**config.mk**
```make
export PLATFORM = sky130hd
export DESIGN_NAME = serial_negate_seq
export DESIGN_NICKNAME = d
export VERILOG_FILES = /design/src/rtl/serial_negate_seq.sv
export SDC_FILE = /design/constraint.sdc
export NUM_CORES = 1
export LEC_CHECK = 0
export ABC_AREA = 0
export ABC_CLOCK_PERIOD_IN_PS = 1900
export BUFFER_PORTS_ARGS = -buffer_cell sky130_fd_sc_hd__buf_2
export CAP_MARGIN = 0
export CELL_PAD_IN_SITES_DETAIL_PLACEMENT = 1
export CELL_PAD_IN_SITES_GLOBAL_PLACEMENT = 1
export CORE_MARGIN = 5
export CORE_UTILIZATION = 37
export DETAILED_ROUTE_END_ITERATION = 7
export GPL_ROUTABILITY_DRIVEN = 0
export GPL_TIMING_DRIVEN = 1
export PLACE_DENSITY_LB_ADDON = 0.25
export SLEW_MARGIN = 30
export SYNTH_ARGS = -nofsm -noshare
export SYNTH_HDL_FRONTEND = slang
export SYNTH_SLANG_ARGS = --single-unit
```
**constraint.sdc**
```tcl
create_clock -name clk -period 1.9 [get_ports clk]
set_clock_uncertainty 0.15 [all_clocks]
set_input_delay 0.095 -clock clk [delete_from_list [all_inputs] [get_ports clk]]
set_output_delay 0.095 -clock clk [all_outputs]
set_load 0.05 [all_outputs]
```
**src/rtl/serial_negate_seq.sv**
```systemverilog
// Word-level sequencer for a bit-serial two's-complement negator.
// Accepts a parallel word, streams it LSB-first to an external serial unit,
// reassembles the serial result and presents it over a valid/ready handshake.
// Optional self-check against a parallel reference: define SERIAL_NEG_CHECK_EN.
module serial_negate_seq #(
  parameter int unsigned WIDTH   = 8,
  parameter int unsigned SER_LAT = 0
) (
  input  logic             clk,
  input  logic             reset,
  input  logic             in_valid,
  output logic             in_ready,
  input  logic [WIDTH-1:0] in_data,
  output logic             out_valid,
  input  logic             out_ready,
  output logic [WIDTH-1:0] out_data,
  output logic             out_ovf,
  output logic             out_err,
  output logic             ser_clr_n,
  output logic             ser_data,
  input  logic             ser_out
);

  localparam int unsigned      CntW    = (WIDTH > 1) ? $clog2(WIDTH) : 1;
  localparam logic [CntW-1:0]  CntLast = CntW'(WIDTH - 1);
  localparam logic [WIDTH-1:0] MostNeg = {1'b1, {(WIDTH - 1){1'b0}}};

  typedef enum logic [1:0] {StIdle, StShift, StDrain, StDone} state_e;

  state_e           r_state;
  logic [WIDTH-1:0] r_shreg;
  logic [WIDTH-1:0] r_res;
  logic [CntW-1:0]  r_cnt;
  logic             r_ovf;

  logic             w_accept;
  logic             w_last;
  logic             w_capture;
  logic             w_enter_done;
  logic             w_err;
  logic [WIDTH-1:0] w_res_d;

  assign w_accept = (r_state == StIdle) && in_valid;
  assign w_last   = (r_state == StShift) && (r_cnt == CntLast);
  assign w_res_d  = {ser_out, r_res[WIDTH-1:1]};

  // With a registered serial unit the first SHIFT edge has nothing valid yet;
  // the DRAIN edge picks up the final bit instead.
  assign w_capture = (SER_LAT == 0) ? (r_state == StShift)
                                    : (((r_state == StShift) && (r_cnt != '0)) ||
                                       (r_state == StDrain));
  assign w_enter_done = (SER_LAT == 0) ? w_last : (r_state == StDrain);

  // Control FSM, input shift register, bit counter and overflow flag.
  always_ff @(posedge clk or posedge reset) begin
    if (reset) begin
      r_state <= StIdle;
      r_shreg <= '0;
      r_cnt   <= '0;
      r_ovf   <= 1'b0;
    end else begin
      unique case (r_state)
        StIdle: begin
          if (in_valid) begin
            r_shreg <= in_data;
            r_cnt   <= '0;
            r_ovf   <= (in_data == MostNeg);
            r_state <= StShift;
          end
        end
        StShift: begin
          r_shreg <= r_shreg >> 1;
          r_cnt   <= r_cnt + CntW'(1);
          if (r_cnt == CntLast) begin
            if (SER_LAT == 0) r_state <= StDone;
            else              r_state <= StDrain;
          end
        end
        StDrain: begin
          r_state <= StDone;
        end
        StDone: begin
          if (out_ready) r_state <= StIdle;
        end
        default: r_state <= StIdle;
      endcase
    end
  end

  // Result reassembly: serial bits enter at the MSB and walk down to bit 0.
  always_ff @(posedge clk or posedge reset) begin
    if (reset) begin
      r_res <= '0;
    end else if (w_capture) begin
      r_res <= w_res_d;
    end
  end

`ifdef SERIAL_NEG_CHECK_EN
  logic [WIDTH-1:0] r_ref;
  logic             r_err;

  // Parallel reference captured at accept; compared with the final result on DONE entry.
  always_ff @(posedge clk or posedge reset) begin
    if (reset) begin
      r_ref <= '0;
      r_err <= 1'b0;
    end else if (w_accept) begin
      r_ref <= ~in_data + WIDTH'(1);
      r_err <= 1'b0;
    end else if (w_enter_done) begin
      r_err <= (w_res_d != r_ref);
    end
  end

  assign w_err = r_err;
`else
  assign w_err = 1'b0;
`endif

  // Outputs decoded from the state register so ser_clr_n is glitch-free per state.
  always_comb begin
    in_ready  = (r_state == StIdle);
    out_valid = (r_state == StDone);
    out_data  = r_res;
    out_ovf   = r_ovf;
    out_err   = w_err;
    ser_clr_n = (r_state == StShift) || (r_state == StDrain);
    ser_data  = (r_state == StShift) && r_shreg[0];
  end

endmodule

```
==> results of run 1 <==
==> cells in the mapped netlist, drive strengths merged (2+ instances only) <==
| master | count | share of area |
|---|---|---|
| dfrtp | 22 | 0.48 |
| mux2 | 10 | 0.10 |
| buf | 8 | 0.050 |
| a21oi | 7 | 0.031 |
| a221o | 7 | 0.061 |
| nand2b | 7 | 0.038 |
| nand3 | 7 | 0.031 |
| ha | 6 | 0.066 |
| inv | 5 | 0.016 |
| nand2 | 4 | 0.013 |
| nor2b | 3 | 0.023 |
| a22o | 2 | 0.015 |
| o21ai | 2 | 0.0087 |
==> repair_timing <==
| item | CTS | global route |
|---|---|---|
| endpoints found under the hold margin | 25 | 0 |
| endpoints found under the setup margin | 1 | 3 |
| gates resized for setup | 1 | 4 |
| hold buffers | 8 | 0 |
==> power groups by stage <==
stage               clock [mW]  combinational, mW  sequential [mW]
finish                   0.366               1.60            0.813
global route             0.398               1.72            0.843
CTS                      0.379               1.58            0.809
detailed placement           0               1.56            0.820
global placement             0               1.51            0.802
floorplan                    0              0.970             1.10
==> final cells by class <==
type | count | area share
Tap cell | 33 | 0.02801
Sequential cell | 22 | 0.3735
Multi-Input combinational cell | 63 | 0.3735
Inverter | 5 | 0.01273
Timing Repair Buffer | 40 | 0.1766
Clock buffer | 3 | 0.01528
Clock inverter | 1 | 0.02037
==> layer usage <==
| layer | vias up | routed length [um] |
|---|---|---|
| met5 | - | 0 |
| met4 | 0 | 53 |
| met3 | 8 | 78 |
| li1 | 419 | - |
| met2 | 17 | 1338 |
| met1 | 441 | 1192 |
==> worst register-to-register path: stages, from the launching register on <==
cell     delay [ps]
dfrtp_1         470
inv_1           150
ha_4            150
nor2b_4         190
nor2b_1          80
buf_4           160
a221o_1         290
==> state kept, by name, summed over array words and instances, names as in the netlist <==
| signal | cells |
|---|---|
| r_shreg | 8 |
| r_cnt | 3 |
| out_ovf | 1 |
| r_state | 2 |
| out_data | 8 |
==> layout by cell type, fill, tap and decap left out, drive strengths merged <==
master       Yosys  layout
clkbuf           0       3
ha               6       6
a22o             2       2
mux2i            1       1
a31oi            1       1
buf              8      32
a21oi            7       7
mux2            10      10
nand3            7       7
a221o            7       7
dlygate4sd3      0       8
inv              5       5
o21bai           1       1
a221oi           1       1
bufinv           0       1
nor2b            3       3
nand2            4       4
and2             1       1
nor4b            1       1
o21ai            2       2
nor4             1       1
nand2b           7       7
conb             1       1
dfrtp           22      22
==> how the worst min path moves through the flow <==
stage / startpoint / endpoint / slack, ps
2_1_floorplan: reset / out_data[0]$_DFFE_PP0N_ / -70
3_3_place_gp: reset / out_data[6]$_DFFE_PP0N_ / -7
3_5_place_dp: reset / r_cnt[0]$_DFFE_PP0P_ / -0.7
4_1_cts: in_data[1] / r_shreg[1]$_DFFE_PP0P_ / 30
5_1_grt: out_ready / r_state[0]$_DFFE_PP0P_ / 40
6_report: out_ready / r_state[0]$_DFFE_PP0P_ / 40
==> logic make-up after synthesis <==
kind of cell | count (synthesis) | synth area share
buffers and inverters | 13 | 0.06659
adder cells (fa/ha/maj) | 6 | 0.06550
other | 1 | 0.003272
AO/OA/AOI/OAI | 21 | 0.1507
AND/OR/NAND/NOR | 24 | 0.1234
multiplexers | 11 | 0.1103
flip-flops | 22 | 0.4804
==> impl_results.md, run 1 <==
- Outcome: finished, final reports clean
- FF-to-FF End: r_shreg[2]$_DFFE_PP0P_
- Net count after synthesis: 117
- Layout Cells excl Fill: 167
- Setup CP Type: reg -> out
- Slowest stage cell, crit path: dfrtp_1
- Yosys warning count: 0
- CP max FO: 10
- Post-synth EDFFs: 0
- Max_cap viols: 0
- Seq pwr share: 0.293
- IO buf count: 25
- Post-Syn Instances: 98
- Final core occ: 0.4908
- Diodes inserted: 0
- Die Span Y: 65.66 um
- Postcts setup bufs: 0
- Die X: 65.66 um
- Primary FF master, synth: dfrtp_1
- Grt met3 use: 0.03761
- Setup violators final: 0
- Unique masters post-synth: 27
- Number of remaining DRC errors: 0
- Antenna violations before repair: 0
- Clk pwr share: 0.132
- Area of the mapped netlist: 1146 um2
- CTS tree: built
- Initial Utilization: 0.3817
- DR iter-0 viols: 33
- Antenna Violating Nets Remaining: 0
- Final Cycle Share: 0.9391
- Clk_lat worst skew: 320 ps
- Largest net degree at the start of global routing: 23
- #FFs+latches synth: 22
- GRT overflow: 0
- Reg2reg setup slack: 150 ps
- H-tree depth: 1
- Gr usage total: 0.1396
- P_sw: 1.276 mW
- Vias per cell: 5.299
- Seq/Total Area, Yosys: 0.4803
- Post-Place Cells: 155
- Post-DP Area: 1320 um2
- Final TNS setup: 0 ps
- Net Sw Frac: 0.4594
- Clock transition at path regs: 130 ps
- Root Driver: clkbuf_4
- CP Capture Type: output pin
- CP required: 1650 ps
- Layout cells sized above 1: 0.3209
- Reg area: 550.5 um2
- Vias: 885
- P_leak: 0.6932 nW
- Nets: 154
- Clock buffer depth: 2
- WP buf/inv: 2
- Met1 usage: 0.1633
- Die area: 4311 um2
- CTS sink cnt: 22
- Cell Int Power: 1.501 mW
- Fin area: 1474 um2
- I/O Pins: 27
- Worst reg2reg path depth: 6
- Rows: 20
- Pwr Total: 2.777 mW
- Filler cells: 338
- Hold Crit Class: in -> reg
- Hold depth: 4
- Max IR drop VDD: 1.035 mV
- Syn Area/Cell: 11.69 um2
- Setup crit end: ser_data
- First-pass GRT wire length: 4623 um
- Crit path max-delay family: flip-flops
- Final wirelength: 2663 um
- Crit-path cells: inv_1 > ha_4 > and2_1 > buf_2
- Final Max Tran Viols: 0
- Area Overhead vs Synth: 28.60%
- Comb power frac: 0.576
- RSZ-0062 raised after global routing: false
- Core Region: 3003 um2
- Launching point of the worst reg2reg path: r_state[0]$_DFFE_PP0P_
- Top Usage Layer GRT: met2
- Total CTS buffers: 3
- Dpl hpwl: 1841 um
- Min Tclk post-route: 1784 ps
- WHS: 36.50 ps
- Startpoint Class: flop
- Crit. path cell count: 4
- Crit-path max cell delay: 440 ps
- Post-synthesis async set-or-reset flop share: 1.000
- Multi-input logic area: 550.5 um2
- Final worst slack: 115.7 ps
- Post-place setup slack: 107.8 ps
- Crit path DAT: 1540 ps
- GR Layer Usage met2: 0.2441
- Vias in the first global route: 975
- PwrDens: 1884 nW/um2
- Max Fclk: 560.4 MHz
- Crit. Startpoint: r_state[1]$_DFFE_PP0P_
- Final hold vios: 0
- DR pass1 iterations: 4
- Post-DR wirelength/cell: 15.95 um
(Power assumes the default switching activity.)
==> run 2, diff against run 1 <==
- RECOVER_POWER: not set -> 100
==> run 2 against run 1 <==
Against the previous run: sequential cell count stayed put; clock power hardly changed; non-clock buffer count stayed put; routed wire length is 0.34% lower; sequential share of layout area is 1.1 points higher; total power is 3.6% lower; die area stayed put; combinational power is 6% lower; first-iteration DRC count is 12% lower; worst hold slack worse by 2.9 ps; via count is 0.79% higher; critical path type unchanged.
==> impl_results.md, run 2 (synthesis gave the netlist of run 1 again) <==
- Final Cycle Share: 0.9336
- Most frequent cells in the layout: 22 x dfrtp_1, 12 x buf_2, 12 x clkbuf_1
- Post-DP Area: 1320 um2
- Dpl hpwl: 1841 um
- H-tree depth: 1
- Number of remaining DRC errors: 0
- Die area: 4311 um2
- Diodes inserted: 0
- Met3 WL: 91 um
- Clock buffer depth: 2
- Final hold vios: 0
- Clock transition at path regs: 130 ps
- Gr usage total: 0.1396
- PwrDens: 1869 nW/um2
- Rows: 20
- Outcome: finished, final reports clean
- IO buf count: 25
- Top layer used by detailed routing: met4
- DR pass1 iterations: 4
- DR iter-0 viols: 29
- Initial Utilization: 0.3817
- Setup violators final: 0
- Clk_lat worst skew: 310 ps
- CP dominant cell by count: buf_4
- WP buf/inv: 3
- Final wirelength: 2654 um
- Antenna violations before repair: 0
- Startpoint Class: flop
- Final TNS setup: 0 ps
- Largest net degree at the start of global routing: 23
- Antenna Violating Nets Remaining: 0
- CP Capture Type: output pin
- Fin area: 1433 um2
- Vias per cell: 5.341
- Crit path DAT: 1530 ps
- CTS sink cnt: 22
- CP max FO: 19
- Multi-input logic area: 534.3 um2
- Final Max Tran Viols: 0
- Crit-path cells: inv_1 > ha_1 > buf_4 > buf_4
- Post-Route M1 WL: 1178 um
- RSZ-0062 raised after global routing: false
- Slew HR: 0.2062
- Root Driver: clkbuf_4
- Layout cells sized above 1: 0.2164
- I/O Pins: 27
- Worst slew pin tran: 1191 ps
- Crit. Startpoint: r_state[1]$_DFFE_PP0P_
- Most common cell after layout, fill and taps aside: dfrtp_1
- P_leak: 0.6507 nW
- Vias in the first global route: 975
- Filler cells: 345
- GRT overflow: 0
- WHS: 33.58 ps
- Die X: 65.66 um
- Reg area: 550.5 um2
- Max_cap viols: 0
- Crit path max-delay family: buffers and inverters
- Total CTS buffers: 3
- Crit-path max cell delay: 440 ps
- Launching point of the worst reg2reg path: r_state[1]$_DFFE_PP0P_
- First-pass GRT wire length: 4623 um
- Die Span Y: 65.66 um
- Final core occ: 0.4771
- Core Region: 3003 um2
- Nets: 154
- CTS tree: built
- Post-DR wirelength/cell: 15.89 um
- CP required: 1650 ps
- Hold_sp: out_ready
- Area Overhead vs Synth: 25.00%
- Max IR drop VDD: 0.9783 mV
- Min Tclk post-route: 1774 ps
- Setup CP Type: reg -> out
- Vias: 892
- Slowest stage cell, crit path: dfrtp_1
- Met2 WL: 1337 um
- Max Fclk: 563.7 MHz
- Hold Crit Class: in -> reg
## run 2: worst paths after layout
kind | to | slack (ps) | depth (start not counted)
worst max-delay path | in_ready | 130 | 4
worst min-delay path | r_state[0]$_DFFE_PP0P_ | 30 | 4
worst max register to register | r_shreg[4]$_DFFE_PP0P_ | 130 | 6
worst min register to register | out_ovf$_DFFE_PP0P_ | 350 | 2
max in group asynchronous | out_data[2]$_DFFE_PP0N_ | 340 | 4
min in group asynchronous | r_cnt[0]$_DFFE_PP0P_ | 560 | 4
## run 2: what timing repair did
action	in CTS	in global routing
hold buffers	8	0
resized for setup	1	4
endpoints found under the hold margin	25	0
endpoints found under the setup margin	1	3
buffers inserted	0	0
## run 2: per-stage QoR
step                      cells  power (mW)  worst slack [ps]
after global routing        167       2.869             10.24
after global placement      155       2.311             177.1
after detailed placement    155       2.376             107.8
after floorplan              98       2.068             31.75
final                       167       2.678             126.2
after CTS                   167       2.772             5.711
## run 2: layer usage
layer,global-route usage,up-vias
met5,0,-
met4,0.04663,0
met1,0.1633,449
met2,0.2441,19
met3,0.03761,6
li1,-,418
## run 2: worst reg2reg max path, stage by stage, from the launching register on
cell and delay [ps]:
dfrtp_1 440, inv_1 130, ha_1 190, nor2b_4 210, nor2b_1 80, buf_2 170, a221o_1 310
## run 2: final cells by class
| class | instances | area share |
|---|---|---|
| clock inverter | 1 | 0.02096 |
| multi-input combinational | 63 | 0.3729 |
| inverter | 5 | 0.01310 |
| timing repair buffer | 40 | 0.1642 |
| sequential | 22 | 0.3843 |
| clock buffer | 3 | 0.01572 |
| tap | 33 | 0.02882 |
## run 2: power by group
| part | switching, mW | internal [mW] |
|---|---|---|
| logic | 0.965 | 0.533 |
| clock network | 0.153 | 0.213 |
| registers | 0.147 | 0.667 |
